## src/rtl/sqrt_ctrl_pkg.sv

```systemverilog
// rtl/sqrt_ctrl_pkg.sv - states, ALU op codes and register map for the sqrt controller
package sqrt_ctrl_pkg;

  typedef enum logic [3:0] {
    IDLE,
    ERR,
    LD_N,
    LD_ODD,
    LD_CNT,
    LD_ONE,
    LD_TWO,
    LD_ZERO,
    SUB,
    INC,
    ODD,
    OUT,
    DONE
  } state_t;

  localparam logic [1:0] ALU_ADD = 2'b00;
  localparam logic [1:0] ALU_SUB = 2'b01;

  // Plain ints so the top can cast them to its own address width
  localparam int REG_REM  = 0;
  localparam int REG_ODD  = 1;
  localparam int REG_CNT  = 2;
  localparam int REG_ONE  = 3;
  localparam int REG_TWO  = 4;
  localparam int REG_ZERO = 7;

endpackage

```

## src/rtl/sqrt_controller_if.sv

```systemverilog
// rtl/sqrt_controller_if.sv - control/flag bundle between the sqrt controller and the datapath
interface sqrt_controller_if #(
  parameter int DATA_WIDTH = 32,
  parameter int ADDR_WIDTH = 3
);
  logic                  ie_o;
  logic                  we_o;
  logic                  oe_o;
  logic [ADDR_WIDTH-1:0] addr_wr_o;
  logic [ADDR_WIDTH-1:0] addr_rda_o;
  logic [ADDR_WIDTH-1:0] addr_rdb_o;
  logic [1:0]            alu_op_o;
  logic [DATA_WIDTH-1:0] dp_data_o;
  logic                  negative_i;
  logic                  zero_i;

  modport master (
    output ie_o, we_o, oe_o, addr_wr_o, addr_rda_o, addr_rdb_o, alu_op_o, dp_data_o,
    input  negative_i, zero_i
  );

  modport slave (
    input  ie_o, we_o, oe_o, addr_wr_o, addr_rda_o, addr_rdb_o, alu_op_o, dp_data_o,
    output negative_i, zero_i
  );
endinterface

```

## src/rtl/sqrt_controller.sv

```systemverilog
// rtl/sqrt_controller.sv - sequences the regfile/ALU datapath to compute floor(sqrt(N))
module sqrt_controller
  import sqrt_ctrl_pkg::*;
#(
  parameter int DATA_WIDTH = 32,
  parameter int ADDR_WIDTH = 3
) (
  input  logic                  clk,
  input  logic                  rst,
  input  logic                  start_i,
  input  logic [DATA_WIDTH-1:0] operand_i,
  sqrt_controller_if.master     dp,
  output logic                  busy_o,
  output logic                  done_o,
  output logic                  err_o
);

  state_t                state, state_nxt;
  logic [DATA_WIDTH-1:0] operand_q;
  logic                  sub_ok;

  always_ff @(posedge clk) begin
    if (rst) begin
      state     <= IDLE;
      operand_q <= '0;
    end else begin
      state <= state_nxt;
      if (state == IDLE && start_i)
        operand_q <= operand_i;
    end
  end

  // An exact-square step (zero) is a valid subtraction, not a termination
  assign sub_ok = !dp.negative_i || dp.zero_i;

  always_comb begin
    state_nxt     = state;
    dp.ie_o       = 1'b0;
    dp.we_o       = 1'b0;
    dp.oe_o       = 1'b0;
    dp.addr_wr_o  = '0;
    dp.addr_rda_o = '0;
    dp.addr_rdb_o = '0;
    dp.alu_op_o   = ALU_ADD;
    dp.dp_data_o  = '0;
    busy_o        = (state != IDLE);
    done_o        = 1'b0;
    err_o         = 1'b0;

    case (state)
      IDLE: begin
        if (start_i)
          state_nxt = operand_i[DATA_WIDTH-1] ? ERR : LD_N;
      end
      ERR: begin
        done_o    = 1'b1;
        err_o     = 1'b1;
        state_nxt = IDLE;
      end
      LD_N: begin
        dp.ie_o      = 1'b1;
        dp.we_o      = 1'b1;
        dp.addr_wr_o = ADDR_WIDTH'(REG_REM);
        dp.dp_data_o = operand_q;
        state_nxt    = LD_ODD;
      end
      LD_ODD: begin
        dp.ie_o      = 1'b1;
        dp.we_o      = 1'b1;
        dp.addr_wr_o = ADDR_WIDTH'(REG_ODD);
        dp.dp_data_o = DATA_WIDTH'(1);
        state_nxt    = LD_CNT;
      end
      LD_CNT: begin
        dp.ie_o      = 1'b1;
        dp.we_o      = 1'b1;
        dp.addr_wr_o = ADDR_WIDTH'(REG_CNT);
        state_nxt    = LD_ONE;
      end
      LD_ONE: begin
        dp.ie_o      = 1'b1;
        dp.we_o      = 1'b1;
        dp.addr_wr_o = ADDR_WIDTH'(REG_ONE);
        dp.dp_data_o = DATA_WIDTH'(1);
        state_nxt    = LD_TWO;
      end
      LD_TWO: begin
        dp.ie_o      = 1'b1;
        dp.we_o      = 1'b1;
        dp.addr_wr_o = ADDR_WIDTH'(REG_TWO);
        dp.dp_data_o = DATA_WIDTH'(2);
        state_nxt    = LD_ZERO;
      end
      LD_ZERO: begin
        dp.ie_o      = 1'b1;
        dp.we_o      = 1'b1;
        dp.addr_wr_o = ADDR_WIDTH'(REG_ZERO);
        state_nxt    = SUB;
      end
      SUB: begin
        dp.addr_rda_o = ADDR_WIDTH'(REG_REM);
        dp.addr_rdb_o = ADDR_WIDTH'(REG_ODD);
        dp.alu_op_o   = ALU_SUB;
        dp.addr_wr_o  = ADDR_WIDTH'(REG_REM);
        dp.we_o       = sub_ok;
        state_nxt     = sub_ok ? INC : OUT;
      end
      INC: begin
        dp.addr_rda_o = ADDR_WIDTH'(REG_CNT);
        dp.addr_rdb_o = ADDR_WIDTH'(REG_ONE);
        dp.alu_op_o   = ALU_ADD;
        dp.we_o       = 1'b1;
        dp.addr_wr_o  = ADDR_WIDTH'(REG_CNT);
        state_nxt     = ODD;
      end
      ODD: begin
        dp.addr_rda_o = ADDR_WIDTH'(REG_ODD);
        dp.addr_rdb_o = ADDR_WIDTH'(REG_TWO);
        dp.alu_op_o   = ALU_ADD;
        dp.we_o       = 1'b1;
        dp.addr_wr_o  = ADDR_WIDTH'(REG_ODD);
        state_nxt     = SUB;
      end
      OUT: begin
        // count + 0 passes through the ALU into the output register
        dp.addr_rda_o = ADDR_WIDTH'(REG_CNT);
        dp.addr_rdb_o = ADDR_WIDTH'(REG_ZERO);
        dp.alu_op_o   = ALU_ADD;
        dp.oe_o       = 1'b1;
        state_nxt     = DONE;
      end
      DONE: begin
        done_o    = 1'b1;
        state_nxt = IDLE;
      end
      default: begin
        state_nxt = IDLE;
      end
    endcase
  end

endmodule

```

## src/flat_wrapper.sv

```systemverilog
// flat-port wrapper written by rule: the top's interface ports become plain ports
module sqrt_controller_flat import sqrt_ctrl_pkg::*;
#(
  parameter int DATA_WIDTH = 32,
  parameter int ADDR_WIDTH = 3
)
  (clk, rst, start_i, operand_i, busy_o, done_o, err_o, dp_ie_o, dp_we_o, dp_oe_o, dp_addr_wr_o, dp_addr_rda_o, dp_addr_rdb_o, dp_alu_op_o, dp_dp_data_o, dp_negative_i, dp_zero_i);
  sqrt_controller_if #(.DATA_WIDTH(DATA_WIDTH), .ADDR_WIDTH(ADDR_WIDTH)) dp_i ();
  input  logic clk;
  input  logic rst;
  input  logic start_i;
  input  logic [DATA_WIDTH-1:0] operand_i;
  output logic busy_o;
  output logic done_o;
  output logic err_o;
  output wire logic [$bits(dp_i.ie_o)-1:0] dp_ie_o;
  output wire logic [$bits(dp_i.we_o)-1:0] dp_we_o;
  output wire logic [$bits(dp_i.oe_o)-1:0] dp_oe_o;
  output wire logic [$bits(dp_i.addr_wr_o)-1:0] dp_addr_wr_o;
  output wire logic [$bits(dp_i.addr_rda_o)-1:0] dp_addr_rda_o;
  output wire logic [$bits(dp_i.addr_rdb_o)-1:0] dp_addr_rdb_o;
  output wire logic [$bits(dp_i.alu_op_o)-1:0] dp_alu_op_o;
  output wire logic [$bits(dp_i.dp_data_o)-1:0] dp_dp_data_o;
  input wire logic [$bits(dp_i.negative_i)-1:0] dp_negative_i;
  input wire logic [$bits(dp_i.zero_i)-1:0] dp_zero_i;
  assign dp_ie_o = dp_i.ie_o;
  assign dp_we_o = dp_i.we_o;
  assign dp_oe_o = dp_i.oe_o;
  assign dp_addr_wr_o = dp_i.addr_wr_o;
  assign dp_addr_rda_o = dp_i.addr_rda_o;
  assign dp_addr_rdb_o = dp_i.addr_rdb_o;
  assign dp_alu_op_o = dp_i.alu_op_o;
  assign dp_dp_data_o = dp_i.dp_data_o;
  assign dp_i.negative_i = dp_negative_i;
  assign dp_i.zero_i = dp_zero_i;
  sqrt_controller #(.DATA_WIDTH(DATA_WIDTH), .ADDR_WIDTH(ADDR_WIDTH)) u_core (.clk(clk), .rst(rst), .start_i(start_i), .operand_i(operand_i), .dp(dp_i), .busy_o(busy_o), .done_o(done_o), .err_o(err_o));
endmodule
```

## config.mk

```make
export PLATFORM = sky130hd
export DESIGN_NAME = sqrt_controller_flat
export DESIGN_NICKNAME = d
export VERILOG_FILES = /design/src/rtl/sqrt_ctrl_pkg.sv /design/src/rtl/sqrt_controller_if.sv /design/src/rtl/sqrt_controller.sv /design/src/flat_wrapper.sv
export SDC_FILE = /design/constraint.sdc
export NUM_CORES = 1
export LEC_CHECK = 0
export BUFFER_PORTS_ARGS = -buffer_cell sky130_fd_sc_hd__buf_4
export CAP_MARGIN = 20
export CORE_UTILIZATION = 41
export DETAILED_ROUTE_END_ITERATION = 10
export PLACE_DENSITY = 0.74
export SLEW_MARGIN = 10
export SYNTH_ARGS = -nofsm -noshare
export SYNTH_HDL_FRONTEND = slang
export SYNTH_SLANG_ARGS = --single-unit
```

## constraint.sdc

```tcl
create_clock -name clk -period 2.4 [get_ports clk]
set_input_delay 0.12 -clock clk [delete_from_list [all_inputs] [get_ports clk]]
set_output_delay 0.12 -clock clk [all_outputs]
set_load 0.02 [all_outputs]
```

**Word level (Yosys, flattened, before mapping)**

Cells that the tools add are included.

- Reduce and logical (&&, ||, !) cells: 13
- Mux-type cells: 14
- Equal/unequal tests: 13

Operator list:

| kind | count |
|---|---|
| one-hot mux 32 bit (3 select lines) | 1 |
| one-hot mux 4 bit (10 select lines) | 1 |
| equality test 4 bit, second input constant | 5 |
| equality test 4 x 3 -> 1 bit, second input constant | 4 |
| one-hot mux 3 bit (5 select lines) | 1 |
| one-hot mux 3 bit (4 select lines) | 1 |
| OR reduction 2 bit | 6 |
| equality test 4 x 2 -> 1 bit, second input constant | 2 |
| OR reduction 8 bit | 1 |
| OR reduction 6 bit | 1 |
| two-way mux 1 bit | 5 |
| equality test 4 x 1 -> 1 bit, second input constant | 1 |
| zero test 4 bit | 1 |
| two-way mux 2 bit | 2 |
| two-way mux 4 bit | 1 |
| one-hot mux 2 bit (2 select lines) | 1 |
| nonzero test 4 bit | 1 |
| inequality test 2 bit, second input constant | 1 |
| one-hot mux 1 bit (2 select lines) | 1 |
| logical AND 1 bit | 1 |
| zero test 1 bit | 1 |
| logical OR 1 bit | 1 |

- Register bits: 36
- Output and inout port bits: 49

**Depth between registers and ports, before layout**

- Depth after elaboration: 4
- Gate-level depth with buffers: 6

**Worst setup path after synthesis**

No wires, ideal clock.

- Kind: register to output
- Start point: register u_core.state[2]
- End point: output dp_we_o
- Path buffers: 2
- Path slack: 0.975 ns
- Arrival: 1.305 ns
- Cell stages (with the launch flop): 5
- Cell sequence: dfxtp_1 -> buf_2 -> buf_1 -> o32ai_1 -> a22oi_1

- Word-level cells in the longest chain between the ends: 3

Ends and longest elaborated chain:

| what | RTL line | text |
|---|---|---|
| start, declared | sqrt_controller.sv:18 | `state_t state, state_nxt;` |
| start signal, assigned | sqrt_controller.sv:27 | `state <= state_nxt;` |
| equality test 4 x 2 -> 1 bit, or another cell as far along | sqrt_controller.sv:50 | `case (state)` |
| OR reduction 8 bit (no line) | - |  |
| one-hot mux 1 bit (2 select lines) * | sqrt_controller.sv:50 |  |
| end, declared | flat_wrapper.sv:17 | `output wire logic [$bits(dp_i.we_o)-1:0] dp_we_o;` |

Every way passes the cells marked *; elsewhere a longest branch is shown, timed or not.

**Worst setup path in the final report**

- Start point: register u_core.state[1]
- End point: output dp_dp_data_o[0]

- Word-level cells in the longest chain between the ends: 3

Ends and longest elaborated chain:

| what | RTL line | text |
|---|---|---|
| equality test 4 x 2 -> 1 bit / equality test 4 x 3 -> 1 bit (equally long branches) | sqrt_controller.sv:50 |  |
| OR reduction 2 bit (no line) | - |  |
| one-hot mux 32 bit (3 select lines) * | sqrt_controller.sv:50 |  |
| end, declared | flat_wrapper.sv:23 | `output wire logic [$bits(dp_i.dp_data_o)-1:0] dp_dp_data_o;` |

Marks and branches as above.

==> flow_metrics.tcl <==
set metrics [dict create \
    fin_nets 349 \
    cpMaxStageDelayCell "dfxtp_1" \
    drt-total-wl_um 5080 \
    diodes 0 \
    syn_area_per_cell_um2 7.63 \
    grt_pass1_wl_um 8220 \
    htreeDepth 2 \
    drt_pass1_iterations 4 \
    cts_tree "yes" \
    finClkSkew_ps 0.995 \
    path_cells "nor2b_4 -> a22oi_1 -> nor2_1 -> buf_4" \
    timing.setup.tns_ps 0 \
    r2r_cells 4 \
    slowest_delay_ps 570 \
    drc 0 \
    critPathLaunchType "flip-flop" \
    crit_arrival_ps 1880 \
    die_y_um 70.1 \
    vias 1947 \
    drv_slew 0 \
    die_area_um2 4910 \
    wl_per_cell_um 13.9 \
    cts_root_buf "clkbuf_8" \
    crit_type "flip-flop to output port" \
    synth_top_area_share_pct 37.9 \
    clock-sinks 36 \
    synth_area_leaders "dfxtp_1, and3_1, a21oi_1" \
    place_hpwl_um 3260 \
    power_density_nw_per_um2 567 \
    synth_cells 249 \
    synth.largest_area_cell "dfxtp_1" \
    num_io_pins 86 \
    yosys_warnings 0 \
    crit_fanout 31 \
    rsz0062_at_grt "no" \
    maxCapViolCount 0 \
    core_area_um2 4410 \
    num_rows 24 \
    postCtsHoldBufs 0 \
    grt.total_usage_pct 20.6 \
    cts.path.max_buffers 2 \
    synthMuxAreaShare_pct 1.19 \
    max_freq_ghz 0.500 \
    multi_input_area_um2 998 \
    antenna_left 0 \
    r2r_setup_slack_ps 770 \
    place_congestion 0.757 \
    cts.clk_slew.worst_paths_ps 70 \
    grt_max_degree 36 \
    syn_area_um2 1900 \
    regArea_um2 721 \
    start_util_pct 43.0 \
    antenna_found_initial 0 \
    synth_xor_area_share_pct 0.461 \
    worstSkewPairLatency_ps 280 \
    layout_min_cycle_time_ps 2000 \
    stdcell_count 365 \
    synth_top_family_by_area "simple AND/OR/NAND/NOR gates" \
    hold_viol_final 0 \
    cts_buffers 5 \
    crit_family "simple AND/OR/NAND/NOR gates" \
    final_util_pct 57.5 \
    min_path_cells 3 \
    crit_cells 4 \
    setup_viol 0 \
    layout-area-overhead-vs-synth_pct 33.6 \
    die_width_um 70.1 \
    grt_pass1_vias 1816 \
    synthSimpleGateAreaFrac_pct 27.9 \
    worst_setup_path_end_kind "output port" \
    p_leak_nw 1.22 \
    yosys_register_bits 36 \
    vias_per_cell 5.33 \
    relSlewSlack_pct 33.1 \
    status "finished, final reports clean" \
    port_buffers 83 \
    tightest_slew_ps 1000 \
    synth_compound_area_share_pct 21.8 \
    synth.distinct_cells 33 \
    num-fill-cells 438 \
    vdd_drop_max_mv 0.389 \
    yosysSeqAreaShare_pct 37.9 \
    post-route-period-util_pct 83.3 \
    min_path_type "input pin to flip-flop" \
    drt_first_iter_violations 127 \
    dp.cells 357 \
    grt_overflow_total 0 \
    required_ps 2280 \
    drive_gt1_share_pct 31.9 \
    synth_fa_ha_area_share_pct 0 \
    critPathBufInv 1 \
]
[synthesized netlist by cell type]
cell type and number:
nor3b_1 1, nor3_1 1, o31ai_1 1, o21ai_0 6, buf_4 3, a31oi_1 1, o22ai_1 2, nor2b_1 3
buf_1 4, inv_1 3, nand3b_1 1, nand2_1 2, o32ai_1 1, or2_1 1, o21ai_2 2, o21ai_1 27
nor2_1 19, mux2_2 2, and3_1 30, buf_2 7, nor4_4 1, dfxtp_1 36, conb_1 1, xor2_1 1
clkbuf_1 11, a21oi_1 33, o21a_1 1, nand2b_1 6, buf_6 6, a22oi_1 2, inv_4 1, nand3_1 32
a2111oi_0 1
[worst reg2reg max path, delay by kind of cell, from the launching register on]
family                 cells  cell delay (ps)
AO/OA/AOI/OAI              1              130
buffers and inverters      1              330
flip-flops                 1              500
AND/OR/NAND/NOR            2              610
[cell usage in the layout (no fill, tap or decap), drive strengths merged, types with 2 or more instances in the layout]
master / count
o22ai: 2
and3: 30
nand3: 32
o21ai: 35
inv: 4
nor2: 19
nand2b: 6
clkbuf: 8
buf: 86
dfxtp: 36
mux2: 2
a22oi: 2
nand2: 2
conb: 2
nor2b: 3
a21oi: 33
[stage by stage]
step | setup WS, ps | hold slack (ps) | total power, W | cell area [um2]
after detailed placement | 405 | 391 | 0.00101 | 2440
after CTS | 89.7 | 82.1 | 0.00145 | 2530
final | 400 | 88.7 | 0.00144 | 2540
after global placement | 436 | 386 | 0.00101 | 2440
after global routing | 221 | 88.7 | 0.00151 | 2540
after floorplan | 975 | 267 | 0.000923 | 1900
[where the power goes]
| part | switching (W) | internal (W) |
|---|---|---|
| registers | 0.0000273 | 0.000642 |
| clock network | 0.000204 | 0.000234 |
| logic | 0.000199 | 0.000131 |
| total | 0.000431 | 0.00101 |
[registers in the layout (all words and copies together), names as in the netlist]
signal,flops
u_core.operand_q,32
u_core.state,4
[metal layers]
layer / vias up / track usage (%) / wire length (um)
li1: 996 / - / -
met1: 873 / 27.0 / 2330
met2: 73 / 32.6 / 2320
met3: 5 / 5.05 / 372
met4: 0 / 8.00 / 59
met5: - / 0 / 0
[final cells by class]
cell class	count	area share (%)
clock buffers	8	3.55
repair buffers	86	25.4
well taps	52	2.56
multi-input cells	179	39.3
inverters	4	0.690
flip-flops and latches	36	28.4
[cells by family after synthesis]
group,Yosys count
other cells,1
compound gates,77
flops,36
mux,2
buf+inv,35
xor+xnor,1
simple gates,97
[final timing paths]
path,to,from
worst max-delay path,dp_dp_data_o[0],u_core.state[1]$_SDFFE_PP0P_
worst max register to register,u_core.operand_q[7]$_SDFFE_PP0P_,u_core.state[3]$_SDFFE_PP0P_
worst min-delay path,u_core.operand_q[9]$_SDFFE_PP0P_,operand_i[9]
worst min register to register,u_core.operand_q[12]$_SDFFE_PP0P_,u_core.operand_q[12]$_SDFFE_PP0P_
[timing repair]
| item | in CTS | in global routing |
|---|---|---|
| endpoints found under the setup margin | 0 | 24 |
| resized for setup | 0 | 2 |
| buffers inserted | 0 | 0 |
Power figures use the tool's default switching activity.
